## src/rtl/mips_pkg.sv

```systemverilog
// Shared types and constants for the MIPS interrupt controller.
// Contents:
//   ADDR_W         - PC/address width
//   VEC_BASE_DEF   - default vector address of source 0
//   VEC_STRIDE_DEF - default spacing between consecutive source vectors
//   irq_state_t    - controller FSM state encoding
//   vec_addr()     - vector address for a source ID
package mips_pkg;

  localparam int unsigned ADDR_W         = 16;
  localparam logic [ADDR_W-1:0] VEC_BASE_DEF = 16'h0040;
  localparam int unsigned VEC_STRIDE_DEF = 4;

  typedef enum logic [2:0] {
    ST_IDLE,
    ST_DRAIN,
    ST_VECTOR,
    ST_SERVICE,
    ST_RETURN
  } irq_state_t;

  // Vector address = base + id * stride, wrapping at the address width.
  function automatic logic [ADDR_W-1:0] vec_addr(
    input int unsigned       id,
    input logic [ADDR_W-1:0] base   = VEC_BASE_DEF,
    input int unsigned       stride = VEC_STRIDE_DEF
  );
    return ADDR_W'(32'(base) + id * stride);
  endfunction

endpackage

```

## src/rtl/mips_irq_edge_latch.sv

```systemverilog
// Rising-edge request latch with set-over-clear priority and a fixed-priority
// (index 0 highest) encoder over the enabled pending requests.
// Ports:
//   clk, reset  - clock, synchronous active-high reset
//   irq_i       - level request lines
//   mask_i      - source enables used by the encoder
//   clr_i       - clear pending[clr_id_i] this cycle
//   clr_id_i    - index to clear
//   pending_o   - pending register
//   req_any_c   - some enabled source is pending (combinational)
//   req_id_c    - lowest enabled pending index (combinational)
module mips_irq_edge_latch #(
  parameter int unsigned NUM_SRC = 4,
  parameter int unsigned ID_W    = 2
) (
  input  logic               clk,
  input  logic               reset,
  input  logic [NUM_SRC-1:0] irq_i,
  input  logic [NUM_SRC-1:0] mask_i,
  input  logic               clr_i,
  input  logic [ID_W-1:0]    clr_id_i,
  output logic [NUM_SRC-1:0] pending_o,
  output logic               req_any_c,
  output logic [ID_W-1:0]    req_id_c
);
  import mips_pkg::*;

  logic [NUM_SRC-1:0] irq_prev_q;
  logic [NUM_SRC-1:0] pending_q;
  logic [NUM_SRC-1:0] pending_d;
  logic [NUM_SRC-1:0] set_c;
  logic [NUM_SRC-1:0] clr_mask_c;
  logic [NUM_SRC-1:0] req_c;

  // A new edge on a bit being cleared wins: clear first, then OR in sets.
  always_comb begin
    set_c      = irq_i & ~irq_prev_q;
    clr_mask_c = '0;
    if (clr_i) begin
      clr_mask_c[clr_id_i] = 1'b1;
    end
    pending_d = (pending_q & ~clr_mask_c) | set_c;
  end

  // Lowest enabled pending index; scanning downward lets index 0 win.
  always_comb begin
    req_c     = pending_q & mask_i;
    req_any_c = |req_c;
    req_id_c  = '0;
    for (int i = NUM_SRC - 1; i >= 0; i--) begin
      if (req_c[i]) begin
        req_id_c = ID_W'(i);
      end
    end
  end

  always_ff @(posedge clk) begin
    if (reset) begin
      irq_prev_q <= '0;
      pending_q  <= '0;
    end else begin
      irq_prev_q <= irq_i;
      pending_q  <= pending_d;
    end
  end

  assign pending_o = pending_q;

endmodule

```

## src/rtl/mips_interrupt_controller.sv

```systemverilog
// Interrupt sequencer for the 16-bit pipelined MIPS datapath. Waits for
// unresolved branches to settle, stalls/flushes fetch for a fixed drain
// window, saves the restart PC to EPC and redirects to a per-source vector;
// eret redirects back to EPC. All outputs are registered Moore decodes.
// Ports:
//   clk, reset      - clock, synchronous active-high reset
//   irq             - level request lines (rising edge sets pending)
//   mask_we/wdata   - mask write (1 = source enabled), effective next cycle
//   pc_current      - restart point captured into EPC on entry
//   branch_pending  - unresolved branch in flight; blocks entry from IDLE
//   eret            - return-from-interrupt pulse (honoured in SERVICE only)
//   stall_req/flush - freeze PC and IF/ID / squash IF/ID
//   pc_redirect     - override PC mux with pc_target
//   epc, in_service, active_id, ack, pending - status
module mips_interrupt_controller #(
  parameter int unsigned       NUM_SRC      = 4,
  parameter int unsigned       ADDR_W       = mips_pkg::ADDR_W,
  parameter logic [ADDR_W-1:0] VEC_BASE     = ADDR_W'(mips_pkg::VEC_BASE_DEF),
  parameter int unsigned       VEC_STRIDE   = mips_pkg::VEC_STRIDE_DEF,
  parameter int unsigned       DRAIN_CYCLES = 3,
  localparam int unsigned      ID_W         = (NUM_SRC > 1) ? $clog2(NUM_SRC) : 1
) (
  input  logic               clk,
  input  logic               reset,
  input  logic [NUM_SRC-1:0] irq,
  input  logic               mask_we,
  input  logic [NUM_SRC-1:0] mask_wdata,
  input  logic [ADDR_W-1:0]  pc_current,
  input  logic               branch_pending,
  input  logic               eret,
  output logic               stall_req,
  output logic               flush,
  output logic               pc_redirect,
  output logic [ADDR_W-1:0]  pc_target,
  output logic [ADDR_W-1:0]  epc,
  output logic               in_service,
  output logic [ID_W-1:0]    active_id,
  output logic [NUM_SRC-1:0] ack,
  output logic [NUM_SRC-1:0] pending
);
  import mips_pkg::*;

  localparam int unsigned CNT_W = (DRAIN_CYCLES > 1) ? $clog2(DRAIN_CYCLES) : 1;

  irq_state_t         state_q, state_d;
  logic [CNT_W-1:0]   cnt_q, cnt_d;
  logic [ADDR_W-1:0]  epc_q, epc_d;
  logic [ID_W-1:0]    active_id_q, active_id_d;
  logic [NUM_SRC-1:0] mask_q;

  logic               stall_q, stall_d;
  logic               flush_q, flush_d;
  logic               redirect_q, redirect_d;
  logic [ADDR_W-1:0]  target_q, target_d;
  logic               in_service_q, in_service_d;
  logic [NUM_SRC-1:0] ack_q, ack_d;

  logic               req_any_c;
  logic [ID_W-1:0]    req_id_c;

  mips_irq_edge_latch #(
    .NUM_SRC (NUM_SRC),
    .ID_W    (ID_W)
  ) u_edge_latch (
    .clk       (clk),
    .reset     (reset),
    .irq_i     (irq),
    .mask_i    (mask_q),
    .clr_i     (state_q == ST_VECTOR),
    .clr_id_i  (active_id_q),
    .pending_o (pending),
    .req_any_c (req_any_c),
    .req_id_c  (req_id_c)
  );

  // Next-state logic; entry is only considered from IDLE.
  always_comb begin
    state_d     = state_q;
    cnt_d       = cnt_q;
    epc_d       = epc_q;
    active_id_d = active_id_q;
    case (state_q)
      ST_IDLE: begin
        if (req_any_c && !branch_pending) begin
          state_d     = ST_DRAIN;
          active_id_d = req_id_c;
          epc_d       = pc_current;
          cnt_d       = CNT_W'(DRAIN_CYCLES - 1);
        end
      end
      ST_DRAIN: begin
        if (cnt_q == '0) begin
          state_d = ST_VECTOR;
        end else begin
          cnt_d = cnt_q - CNT_W'(1);
        end
      end
      ST_VECTOR:  state_d = ST_SERVICE;
      ST_SERVICE: begin
        if (eret) begin
          state_d = ST_RETURN;
        end
      end
      ST_RETURN:  state_d = ST_IDLE;
      default:    state_d = ST_IDLE;
    endcase
  end

  // Moore output decode of the upcoming state, so registered outputs line up
  // with the state register.
  always_comb begin
    stall_d      = 1'b0;
    flush_d      = 1'b0;
    redirect_d   = 1'b0;
    target_d     = '0;
    in_service_d = 1'b0;
    ack_d        = '0;
    case (state_d)
      ST_DRAIN: begin
        stall_d = 1'b1;
        flush_d = 1'b1;
      end
      ST_VECTOR: begin
        redirect_d = 1'b1;
        flush_d    = 1'b1;
        target_d   = ADDR_W'(vec_addr(32'(active_id_d), VEC_BASE, VEC_STRIDE));
        ack_d      = NUM_SRC'(1) << active_id_d;
      end
      ST_SERVICE: begin
        in_service_d = 1'b1;
      end
      ST_RETURN: begin
        redirect_d   = 1'b1;
        flush_d      = 1'b1;
        target_d     = epc_d;
        in_service_d = 1'b1;
      end
      default: ;
    endcase
  end

  always_ff @(posedge clk) begin
    if (reset) begin
      state_q      <= ST_IDLE;
      cnt_q        <= '0;
      epc_q        <= '0;
      active_id_q  <= '0;
      mask_q       <= '1;
      stall_q      <= 1'b0;
      flush_q      <= 1'b0;
      redirect_q   <= 1'b0;
      target_q     <= '0;
      in_service_q <= 1'b0;
      ack_q        <= '0;
    end else begin
      state_q      <= state_d;
      cnt_q        <= cnt_d;
      epc_q        <= epc_d;
      active_id_q  <= active_id_d;
      if (mask_we) begin
        mask_q <= mask_wdata;
      end
      stall_q      <= stall_d;
      flush_q      <= flush_d;
      redirect_q   <= redirect_d;
      target_q     <= target_d;
      in_service_q <= in_service_d;
      ack_q        <= ack_d;
    end
  end

  assign stall_req   = stall_q;
  assign flush       = flush_q;
  assign pc_redirect = redirect_q;
  assign pc_target   = target_q;
  assign epc         = epc_q;
  assign in_service  = in_service_q;
  assign active_id   = active_id_q;
  assign ack         = ack_q;

endmodule

```

## config.mk

```make
export PLATFORM = sky130hd
export DESIGN_NAME = mips_interrupt_controller
export DESIGN_NICKNAME = d
export VERILOG_FILES = /design/src/rtl/mips_pkg.sv /design/src/rtl/mips_irq_edge_latch.sv /design/src/rtl/mips_interrupt_controller.sv
export SDC_FILE = /design/constraint.sdc
export NUM_CORES = 1
export LEC_CHECK = 0
export ABC_AREA = 1
export CORE_UTILIZATION = 44
export CTS_BUF_LIST = sky130_fd_sc_hd__clkbuf_8 sky130_fd_sc_hd__clkbuf_16
export DETAILED_ROUTE_END_ITERATION = 16
export GPL_TIMING_DRIVEN = 0
export HOLD_SLACK_MARGIN = 0.05
export PLACE_DENSITY = 0.89
export SETUP_SLACK_MARGIN = 0.15
export SYNTH_ARGS = -nofsm -noshare
export SYNTH_HDL_FRONTEND = slang
export SYNTH_HIERARCHICAL = 1
export SYNTH_SLANG_ARGS = --single-unit
```

## constraint.sdc

```tcl
create_clock -name clk -period 1.9 [get_ports clk]
set_input_delay 0.285 -clock clk [delete_from_list [all_inputs] [get_ports clk]]
set_output_delay 0.285 -clock clk [all_outputs]
set_load 0.02 [all_outputs]
```

* Word level (Yosys, flattened, before mapping)
Index checks and enable logic that the tools add are counted.
** Word-level totals
- Bits in registers :: 59
- Input port bits :: 29
- Output and inout port bits :: 46
- Logic and storage cells :: 69
** Operators by class
- Add/subtract/negate cells :: 2
- Magnitude comparators :: 2
- Equal/unequal tests :: 9
- Shift-type cells :: 1
- Mux-type cells :: 23
- Bitwise logic cells :: 7
- Reduce and logical (&&, ||, !) cells :: 12
** Operator list (count)
- $mux 16 :: 2
- $pmux 16 s2 :: 1
- $mux 2 :: 8
- $and 4x4->4 :: 3
- $eq 3x2->1 const B :: 4
- $pmux 3 s4 :: 1
- $mux 3 :: 3
- $add 7x4->8 const A :: 1
- $not 4->4 :: 2
- $eq 3x1->1 const B :: 2
- $reduce_or 2->1 :: 3
- $mux 1 :: 5
- $mux 4 :: 1
- $ne 2x2->1 const B :: 2
- $or 4x4->4 :: 1
- $pmux 2 s2 :: 1
- $reduce_or 4->1 :: 1
- $shl 1x2->4 const A :: 1
- $eq 3x3->1 const B :: 1
- $logic_not 3->1 :: 1
- $lt 2x3->1 const B :: 1
- $reduce_and 3->1 :: 1
- $reduce_or 3->1 :: 1
- $demux 1 s2 :: 1
- 7 further kinds :: 8

* Longest topological paths before layout
Gate-level depths: netlist of run 1.
- Depth in word-level cells :: 9
- Gate-level depth with buffers :: 11

* Cells and area by module
The synthesis of run 1 kept the hierarchy.
** Modules (own cells, without submodules)
- mips_interrupt_controller :: times used 1, cells each 205, area each 1752.9 um^2, seq. area each 1021.0 um^2
- mips_irq_edge_latch :: times used 1, cells each 52, area each 341.6 um^2, seq. area each 160.2 um^2

* Worst setup path before layout of run 1
OpenSTA, ideal clock, no wires.
- Kind :: reg2reg
- From :: register u_edge_latch.pending_q[2] (netlist: u_edge_latch/pending_o[2])
- To :: register target_q[10] (netlist: pc_target[10])
- Arrival :: 1458 ps
- Data required time :: 1768 ps
- Setup slack :: 310 ps
- Stages on the path, launching flop included :: 11
- Buffers on the path :: 1
- Cell sequence :: dfxtp_1 > nand2_1 > nand2_1 > inv_1 > nand3_1 > inv_1 > nor2_1 > nand3_1 > buf_6 > o21ai_0 > nor3_1
** On the way
- Cells in the longest elaborated chain, start to end :: 7
** RTL lines
- start: declaration :: line mips_irq_edge_latch.sv:29 : logic [NUM_SRC-1:0] pending_q;
- start signal: assignment :: line mips_irq_edge_latch.sv:63 : pending_q <= pending_d;
- $and 4x4->4 (*) :: line mips_irq_edge_latch.sv:47 : req_c = pending_q & mask_i;
- $reduce_or 4->1 (*) :: line mips_irq_edge_latch.sv:48 : req_any_c = |req_c;
- net req_any_c :: line mips_interrupt_controller.sv:58 : logic req_any_c;
- $logic_and 1x1->1 (*) :: line mips_interrupt_controller.sv:84 : if (req_any_c && !branch_pending) begin
- $mux 3 :: line mips_interrupt_controller.sv:84
- $pmux 3 s4 :: line mips_interrupt_controller.sv:82 : case (state_q)
- $eq 3x3->1 or $eq 3x2->1 (tied branches) :: line mips_interrupt_controller.sv:118 : case (state_d)
- $pmux 16 s2 (*) :: line mips_interrupt_controller.sv:118
- end signal: assignment :: line mips_interrupt_controller.sv:166 : target_q <= target_d;
- end: declaration :: line mips_interrupt_controller.sv:54 : logic [ADDR_W-1:0] target_q, target_d;
Mark *: on every way through the listed nets, which the timed path passes. The rest lies on a longest branch.
A chain may end at the register's enable or synchronous reset.

* Worst setup path in the final report of run 1
- From :: register active_id_q[1] (netlist: active_id[1])
- To :: output port active_id[1]
** RTL lines
- start: declaration :: line mips_interrupt_controller.sv:48 : logic [ID_W-1:0] active_id_q, active_id_d;
- start signal: assignment :: line mips_interrupt_controller.sv:159 : active_id_q <= active_id_d;
- end: declaration :: line mips_interrupt_controller.sv:37 : output logic [ID_W-1:0] active_id,
No word-level cell between the ends.

==> flow_summary_export.csv, run 1 <==
group,metric,value,unit
setup_path,crit_path_max_fanout,6,
setup_path,critical-path-top-delay-family,"buffers and inverters",
global_route,grt_antenna_before_repair,0,
clock_network,cts_setup_buffers,0,
floorplan,die_w,71.0,um
yosys,yosysTopAreaCellShare,56.4,%
timing,rsz0062_at_grt,"yes",
yosys,yosysWarnings,6,
detailed_routing,vias,1931,
detailed_routing,top_layer,"met4",
power,cellPowerDensity,1260,nW/um2
setup_path,cpMaxStageDelayCell,"clkdlybuf4s50_1",
global_route,track_usage,22.1,%
setup_path,reg2regPathDepth,10,
detailed_routing,dr_wl_met2,2.66,mm
placed_design,port-buffer-count,74,
hold_path,min_path_type,"reg -> reg",
floorplan,die_h,71.0,um
final_layout,multi_input_area,733,um2
final_layout,syn2layout_area_growth,47.3,%
yosys,yosys-top-cells-area,"dfxtp_1 (56%), nor2_1 (8.1%), nand2_1 (6.6%), inv_1 (6.3%), nand3_1 (4.5%)",
global_route,grt_pass1_wl,8.33,mm
power,peakVddDrop,0.000621,V
placed_design,place_area,2900,um2
clock_network,ctsRootBufferMaster,"clkbuf_8",
placed_design,dp_hpwl,3.71,mm
clock_network,cts_tree,"done",
power,power.leakage,1.34,nW
detailed_routing,finalWirelength,5.15,mm
timing,setup_violations,0,
global_route,grt_pass1_vias,1862,
clock_network,cts.sinks,59,
clock_network,cts_hold_buf,0,
yosys,synthCells,257,
clock_network,clk_pin_slew_worst_paths,60,ps
hold_path,holdPathStages,1,
final_layout,regArea,1180,um2
floorplan,ios,75,
yosys,ys_ff_latch,59,
timing,max_freq,584,MHz
setup_path,cp.depth,1,
setup_path,arrival,1430,ps
floorplan,initial_core_util,46.8,%
detailed_routing,drtIter0Drc,145,
timing,finalCritPeriodShare,90.1,%
final_layout,layout.nets,372,
detailed_routing,avgRoutedWirePerCell,13.0,um
timing,tns,0,ps
clock_network,cts_buffers,9,
job,drv_cap,0,
detailed_routing,drc,10,
setup_path,critPathBufInv,1,
detailed_routing,via_per_inst,4.86,
global_route,overflow,0,
timing,finalCriticalPeriod,1710,ps
floorplan,num_rows,24,
floorplan,core_region_area,4470,um2
timing,finalHoldViolCount,0,
final_layout,drive_gt1_share,8.12,%
yosys,yosysTopAreaCell,"dfxtp_1",
setup_path,cp-start-kind,"flop",
clock_network,insertion_delay,330,ps
timing,finClkSkew,5.89,ps
final_layout,num_antenna_cells,0,
run_status,violations,"DRC",
setup_path,endpoint_kind,"output port",
floorplan,dieArea,5040,um2
timing,maxSlewHeadroom,68.9,%
yosys,syn_nets,287,
detailed_routing,wl_met3,492,um
setup_path,path_cells,"clkdlybuf4s50_1",
yosys,ys_types,19,
yosys,netlist_area,2090,um2
detailed_routing,drtAntennaViolNets,0,
detailed_routing,m1WireLength,1.95,mm
setup_path,crit_type,"reg -> out",
timing,final_max_slew_viol_count,0,
yosys,ys_seq_area_share,56.4,%
clock_network,h-tree-depth,3,
setup_path,worst_path_largest_cell_delay,660,ps
final_layout,fillers,358,
power,finalPower,3.88,mW
timing,worst_pin_slew,466,ps
detailed_routing,dr.pass1.iters,11,
final_layout,final_area,3080,um2
global_route,grt_max_degree,11,
clock_network,ctsLongestPathBuffers,2,
yosys,avgSynthCellArea,8.15,um2
placed_design,gp_congestion,0.807,
setup_path,required,1620,ps
run_status,status,"complete, but fails checks",
worst register-to-register path: stages (launching register included):
cell and delay [ps]:
dfxtp_1 370, nand2_1 90, nand2_1 60, inv_1 50, nand3_1 90, inv_1 60
nor2_2 180, nand3_4 140, buf_6 170, o21ai_0 200, nor3_1 60
flip-flops by register name (all words and copies together) (netlist names), 2 cells and up:
signal / cells
cnt_q: 2
ack: 4
mask_q: 4
pc_target: 16
u_edge_latch/pending_o: 4
epc: 16
state_q: 3
u_edge_latch/irq_prev_q: 4
active_id: 2
per-layer routing:
layer	GRT usage, %	up-vias
met4	14.7	0
met2	38.8	93
met5	0	-
met1	23.0	851
li1	-	983
met3	6.13	4
logic make-up (layout without fill, tap and decap cells):
family | count (synthesis) | in the layout | share of synthesized area, %
AOI/OAI and AO/OA | 25 | 25 | 6.33
adders and majority gates | 1 | 1 | 0.597
buffers and inverters | 44 | 132 | 9.32
DFF | 59 | 59 | 56.4
and+or+nand+nor | 128 | 128 | 27.4
timing repair:
| action | 4_1_cts | 5_1_grt |
|---|---|---|
| endpoints found under the setup margin | 10 | 20 |
| gates resized for setup | 1 | 9 |
| pin swaps | 0 | 0 |
through the flow:
step	setup WS, ps	hold slack, ps	utilization [%]	std cells
2_1_floorplan	310	368	-	257
3_3_place_gp	51.5	408	64.8	383
3_5_place_dp	11.5	425	64.8	383
4_1_cts	156	434	68.7	397
5_1_grt	138	454	68.9	397
6_report	189	435	68.9	397
where the power goes:
group          leakage, nW  total (mW)  internal (mW)  switching (mW)
Clock               0.0908       0.967          0.522           0.445
Sequential           0.484        1.55           1.44           0.106
Combinational        0.767        1.37          0.567           0.800
layout make-up:
type / instances / share of cell area [%]
sequential: 59 / 38.3
clock buffer: 11 / 4.91
timing repair buffer: 74 / 24.1
tap: 52 / 2.11
inverter: 36 / 4.38
clock inverter: 3 / 0.487
multi-input combinational: 154 / 23.8
buffer: 8 / 1.95
final timing paths:
kind	from	slack (ps)	to
setup / recovery	active_id[1]$_SDFF_PP0_	190	active_id[1]
hold / removal	u_edge_latch/irq_prev_q[0]$_SDFF_PP0_	430	u_edge_latch/pending_o[0]$_SDFF_PP0_
setup reg to reg	u_edge_latch/pending_o[3]$_SDFF_PP0_	320	pc_target[10]$_SDFF_PP0_
hold reg to reg	u_edge_latch/irq_prev_q[0]$_SDFF_PP0_	430	u_edge_latch/pending_o[0]$_SDFF_PP0_
Yosys cell counts:
master,number
buf_6,4
o21ai_0,16
o21ai_2,2
nor2_8,1
ha_1,1
nand3_1,19
nand2_1,37
dfxtp_1,59
inv_2,1
nor2_2,2
nor2_1,45
and3_1,1
clkbuf_1,4
nand2_4,1
or2_2,1
nor3_1,14
nand4_1,7
inv_1,35
a21oi_1,7
cell usage in the layout, fill, tap and decap left out, drive strengths merged:
cell type,count
a21oi,7
and3,1
buf,4
clkbuf,15
clkdlybuf4s50,73
clkinv,3
dfxtp,59
dlymetal6s2s,1
ha,1
inv,36
nand2,38
nand3,19
nand4,7
nor2,48
nor3,14
o21ai,18
or2,1
Note: power is estimated with default switching activity, not from simulation.
==> run 2: changes to the inputs <==
--- a/config.mk
+++ b/config.mk
@@ -6,13 +6,15 @@
 export NUM_CORES = 1
 export LEC_CHECK = 0
 export ABC_AREA = 1
-export CORE_UTILIZATION = 44
+export ABC_CLOCK_PERIOD_IN_PS = 1500
+export CORE_UTILIZATION = 40
 export CTS_BUF_LIST = sky130_fd_sc_hd__clkbuf_8 sky130_fd_sc_hd__clkbuf_16
 export DETAILED_ROUTE_END_ITERATION = 16
 export GPL_TIMING_DRIVEN = 0
 export HOLD_SLACK_MARGIN = 0.05
-export PLACE_DENSITY = 0.89
+export PLACE_DENSITY = 0.86
 export SETUP_SLACK_MARGIN = 0.15
+export SLEW_MARGIN = 30
 export SYNTH_ARGS = -nofsm -noshare
 export SYNTH_HDL_FRONTEND = slang
 export SYNTH_HIERARCHICAL = 1
==> constraint.sdc (replaced) <==
create_clock -name clk -period 1.5 [get_ports clk]
set_input_delay 0.225 -clock clk [delete_from_list [all_inputs] [get_ports clk]]
set_output_delay 0.225 -clock clk [all_outputs]
set_load 0.02 [all_outputs]
==> run 2 against run 1 <==
  * Clock skew up 5.8 ps
  * Final cell count up 7.1%
  * Largest cell class unchanged
  * Die area up 9.7%
  * Utilization up 1.5 points
  * The flow now finishes without violations
  * Setup slack worse by 110 ps
  * Register-to-register slack worse by 240 ps
==> flow_summary_export.csv, run 2 (same netlist as run 1, synthesis figures left out) <==
group,metric,value,unit
final_layout,syn2layout_area_growth,64.1,%
global_route,grt_antenna_before_repair,0,
timing,finalHoldViolCount,0,
placed_design,place_area,2940,um2
clock_network,ctsRootBufferMaster,"clkbuf_8",
final_layout,drive_gt1_share,28.8,%
global_route,overflow,0,
timing,finalCritPeriodShare,94.6,%
final_layout,final_area,3440,um2
setup_path,cp-start-kind,"flop",
timing,finClkSkew,11.6,ps
final_layout,final_common_cell,"dfxtp_1",
timing,max_freq,704,MHz
power,peakVddDrop,0.000743,V
detailed_routing,vias,2076,
floorplan,dieArea,5530,um2
floorplan,die_w,74.4,um
detailed_routing,finalWirelength,6.22,mm
floorplan,die_h,74.4,um
detailed_routing,drtIter0Drc,61,
hold_path,holdPathStages,3,
run_status,status,"completed",
clock_network,ctsLongestPathBuffers,2,
setup_path,crit_type,"reg -> reg",
power,power.leakage,1.63,nW
setup_path,required,1700,ps
timing,setup_violations,0,
clock_network,clk_pin_slew_worst_paths,60,ps
clock_network,cts_buffers,9,
floorplan,ios,75,
global_route,track_usage,21.9,%
timing,holdWs,432,ps
final_layout,num_antenna_cells,0,
placed_design,gp_congestion,0.863,
floorplan,num_rows,25,
global_route,grt_pass1_wl,8.85,mm
clock_network,cts.sinks,59,
timing,worst_pin_slew,469,ps
clock_network,h-tree-depth,3,
detailed_routing,drtAntennaViolNets,0,
timing,final_max_slew_viol_count,0,
job,drv_cap,0,
floorplan,core_region_area,4880,um2
setup_path,endpoint_kind,"flop",
timing,finalCriticalPeriod,1420,ps
global_route,grt_pass1_vias,1992,
detailed_routing,avgRoutedWirePerCell,14.6,um
setup_path,reg2regPathDepth,10,
clock_network,insertion_delay,320,ps
final_layout,layout.nets,385,
detailed_routing,dr.pass1.iters,4,
floorplan,initial_core_util,42.9,%
power,cellPowerDensity,1520,nW/um2
placed_design,dp_hpwl,3.70,mm
timing,rsz0062_at_grt,"yes",
placed_design,pre_cts_slack,-281,ps
setup_path,crit_path_max_fanout,6,
detailed_routing,via_per_inst,4.88,
global_route,grt_max_degree,11,
clock_network,cts_tree,"done",
hold_path,min_path_type,"in -> reg",
setup_path,arrival,1620,ps
timing,maxSlewHeadroom,68.7,%
detailed_routing,drc,0,
timing,fin_ws,80.5,ps
placed_design,port-buffer-count,74,
final_layout,mostFrequentLayoutCells,"dfxtp_1 (53), dlygate4sd2_1 (44), inv_1 (33), nor2_1 (33), clkdlybuf4s50_1 (27)",
## run 2: cell count changes in the layout (fill, tap and decap cells not counted), moves of 7 or more
cell / change
buf_4: +8
clkdlybuf4s50_1: -46
dlygate4sd2_1: +44
nand2_1: -13
nand2_2: +10
nor2_1: -11
nor2_2: +7
o21ai_0: -7
o21ai_4: +7
## run 2: path summary, 6_finish.rpt
check                                                           start  slack, ps                               endpoint
worst min register to register  u_edge_latch/irq_prev_q[0]$_SDFF_PP0_        430   u_edge_latch/pending_o[0]$_SDFF_PP0_
worst max-delay path             u_edge_latch/pending_o[3]$_SDFF_PP0_         80               pc_target[13]$_SDFF_PP0_
worst min-delay path                                           irq[1]        430  u_edge_latch/irq_prev_q[1]$_SDFF_PP0_
worst max register to register   u_edge_latch/pending_o[3]$_SDFF_PP0_         80               pc_target[13]$_SDFF_PP0_
## run 2: final cells by class
type | instances | area [um2]
multi-input combinational | 154 | 997
clock buffer | 11 | 151
clock inverter | 3 | 15.0
inverter | 36 | 135
buffer | 8 | 63.8
sequential | 59 | 1190
timing repair buffer | 87 | 797
fill | 366 | 1440
tap | 67 | 83.8
## run 2: stage by stage
stage / setup TNS, ps / cells / total power [mW] / utilization (%)
2_1_floorplan: 0 / 257 / 3.03 / -
3_3_place_gp: -6610 / 398 / 3.63 / 60.2
3_5_place_dp: -7710 / 398 / 3.68 / 60.2
4_1_cts: 0 / 423 / 4.99 / 66.8
5_1_grt: 0 / 425 / 5.53 / 70.4
6_report: 0 / 425 / 5.24 / 70.4
## run 2: layer usage
layer | GRT usage, % | routed length, um | vias up
met5 | 0 | 0 | -
met4 | 10.9 | 99 | 0
met3 | 6.78 | 444 | 11
met2 | 40.2 | 3320 | 76
met1 | 22.4 | 2360 | 977
li1 | - | - | 1012
## run 2: power by group
part | internal (mW) | switching, mW
logic | 0.782 | 1.25
clock network | 0.662 | 0.567
registers | 1.83 | 0.148
total | 3.27 | 1.97
## run 2: critical path: stages, from the launching register on
cell	delay, ps
dfxtp_4	340
nand2_2	60
nand2_2	80
inv_2	50
nand3_4	60
inv_2	50
nor2_4	130
nand3_4	140
buf_6	180
o21ai_2	140
nor3_1	70
## run 2: repair_timing
item | in CTS | in global routing
setup buffers | 9 | 2
hold endpoints to repair | 0 | 0
pin swaps | 9 | 20
gates cloned | 2 | 0
hold buffers | 0 | 0
resized for setup | 94 | 44
setup endpoints to repair | 86 | 48
==> edit: new RTL, config.mk and constraints of run 1 <==
Re-encode `irq_state_t` (5 states) as Gray code, 3 bits wide.
--- a/src/rtl/mips_pkg.sv
+++ b/src/rtl/mips_pkg.sv
@@ -12,11 +12,11 @@
   localparam int unsigned VEC_STRIDE_DEF = 4;
 
   typedef enum logic [2:0] {
-    ST_IDLE,
-    ST_DRAIN,
-    ST_VECTOR,
-    ST_SERVICE,
-    ST_RETURN
+    ST_IDLE    = 3'b000,
+    ST_DRAIN   = 3'b001,
+    ST_VECTOR  = 3'b011,
+    ST_SERVICE = 3'b010,
+    ST_RETURN  = 3'b110
   } irq_state_t;
 
   // Vector address = base + id * stride, wrapping at the address width.
Behaviour: same outputs for any inputs over 10 cycles, from zero or initial values and one cycle with reset high; not proved beyond that.
==> edit against run 1 <==
  * Setup slack better by 0.088 ns
  * Final cell count is 4.0% higher
  * Area after synthesis grew 6.0%
  * Sequential cell count unchanged
  * Sequential power decreased by 8%
  * Power fell by 18%
  * Final area up 4.4%
  * Critical path type unchanged
  * Routed wire length decreased by 2.0%
  * Largest power group unchanged
==> edit: results (changes against run 1) <==
Final layout
  • Final nets: 375 (+0.81%)
  • Layout cell share with drive strength beyond 1: 16.8% (+8.6 points)
  • Layout fillers: 425 (+19%)

Worst hold path
  • HP Start: u_edge_latch/irq_prev_q[0]

Worst setup path
  • Worst Setup SP: u_edge_latch/pending_o[1]
  • Crit path DAT: 1.34 ns (-0.09 ns)
  • CP Max Fanout: 3 (-3)

GRT
  • Total Routing Usage GR: 20.8% (-1.3 points)
  • Global-route wire length before repair: 8110 microns (-2.6%)
  • Vias in the first global route: 1,816 (-2.5%)

Clock network
  • Clk slew on worst S/H paths: 0.06 ns (about the same)

Placement
  • Pre-CTS setup slack: 0.00861 ns (-0.00286 ns)
  • Number of port buffers: 74 (unchanged)
  • Placer Congestion: 0.837 (+3.8%)
  • Hpwl dp: 3640 microns (-1.9%)

Run status
  • Status: completed

Route
  • Initial DRT Pass Iterations: 4 (-7)
  • First DRT Iteration DRCs: 74 (-49%)
  • Wire length on met3: 440 microns (-11%)
  • Metal2 WL: 2420 microns (-9.2%)
  • Routed wire length: 5050 microns (-2.0%)
  • Via count: 1,935 (+0.21%)

Timing
  • Clock Skews: 0.00567 ns (-0.000227 ns)
  • Measured slew at the worst slew-check pin: 0.610 ns (+0.144 ns)
  • Endpoints failing setup: 0 (unchanged)

Logic synthesis
  • Sequential area share after synthesis: 53.2% (-3.2 points)
  • Post-synth net total: 289 (+0.70%)
  • Synth top cells by count: 59 x dfxtp_1, 40 x nand2_1, 38 x inv_1
  • Number of library cell types mapped by synthesis: 25 (+6)
  • Largest cells by area after synthesis: dfxtp_1 53%, nand2_1 6.8%, inv_1 6.4%

Power
  • Static Leak: 0.00138 uW (+2.8%)
  • Switch Pwr: 960 uW (-29%)
  • Worst VDD drop: 0.000548 V (-12%)
## edit: cell types whose count changed in the layout (fill, tap and decap cells not counted), sizes merged, moves of 2 or more
cell           run 1  this run
clkbuf            15        13
nand2             38        44
nand3             19        17
nand4              7         5
inv               36        41
clkinv             3         0
## edit: kinds of logic after synthesis
kind of cell	synth area share [%]
AND/OR/NAND/NOR	30.3
flip-flops	53.2
buffers and inverters	9.01
AO/OA/AOI/OAI	6.93
adder cells (fa/ha/maj)	0.563
## edit: layout make-up
type,count,area [sq um],share of cell area [%]
Inverter,40,150,4.66
Clock buffer,11,151,4.70
Multi-Input combinational cell,155,855,26.5
Clock inverter,1,3.75,0.117
Buffer,6,50.0,1.55
Tap cell,67,83.8,2.60
Timing Repair Buffer,74,746,23.2
Sequential cell,59,1180,36.7
## edit: path summary, 6_finish.rpt
kind                          endpoint  slack, ns  cells past startpoint
max reg2reg                     epc[8]       0.37                      9
min          u_edge_latch/pending_o[0]       0.42                      1
min reg2reg  u_edge_latch/pending_o[0]       0.42                      1
max                         pending[1]       0.28                      1
## edit: per-stage QoR
step | utilization [%] | cells | cell area (sq um) | hold WS (ns) | total power (uW)
after floorplan | - | 259 | 2220 | 0.358 | 1950
after global placement | 63.6 | 400 | 3050 | 0.407 | 2240
after detailed placement | 63.6 | 400 | 3050 | 0.423 | 2270
after CTS | 66.9 | 412 | 3200 | 0.428 | 3190
after global routing | 67.3 | 413 | 3220 | 0.438 | 3360
final | 67.3 | 413 | 3220 | 0.424 | 3170
## edit: power groups by stage
stage / Sequential [uW] / Combinational (uW) / Clock (uW)
finish: 1420 / 831 / 921
floorplan: 1550 / 396 / 0
CTS: 1420 / 827 / 944
global route: 1430 / 912 / 1010
detailed placement: 1450 / 820 / 0
global placement: 1450 / 798 / 0
## edit: per-layer routing
metal	GRT usage [%]	vias up
li1	-	981
met1	24.0	867
met2	34.4	82
met3	8.84	5
met4	7.41	0
met5	0	-
## edit: repair_timing
action | CTS | global route
gates resized for setup | 0 | 3
endpoints found under the hold margin | 0 | 0
setup endpoints to repair | 0 | 6
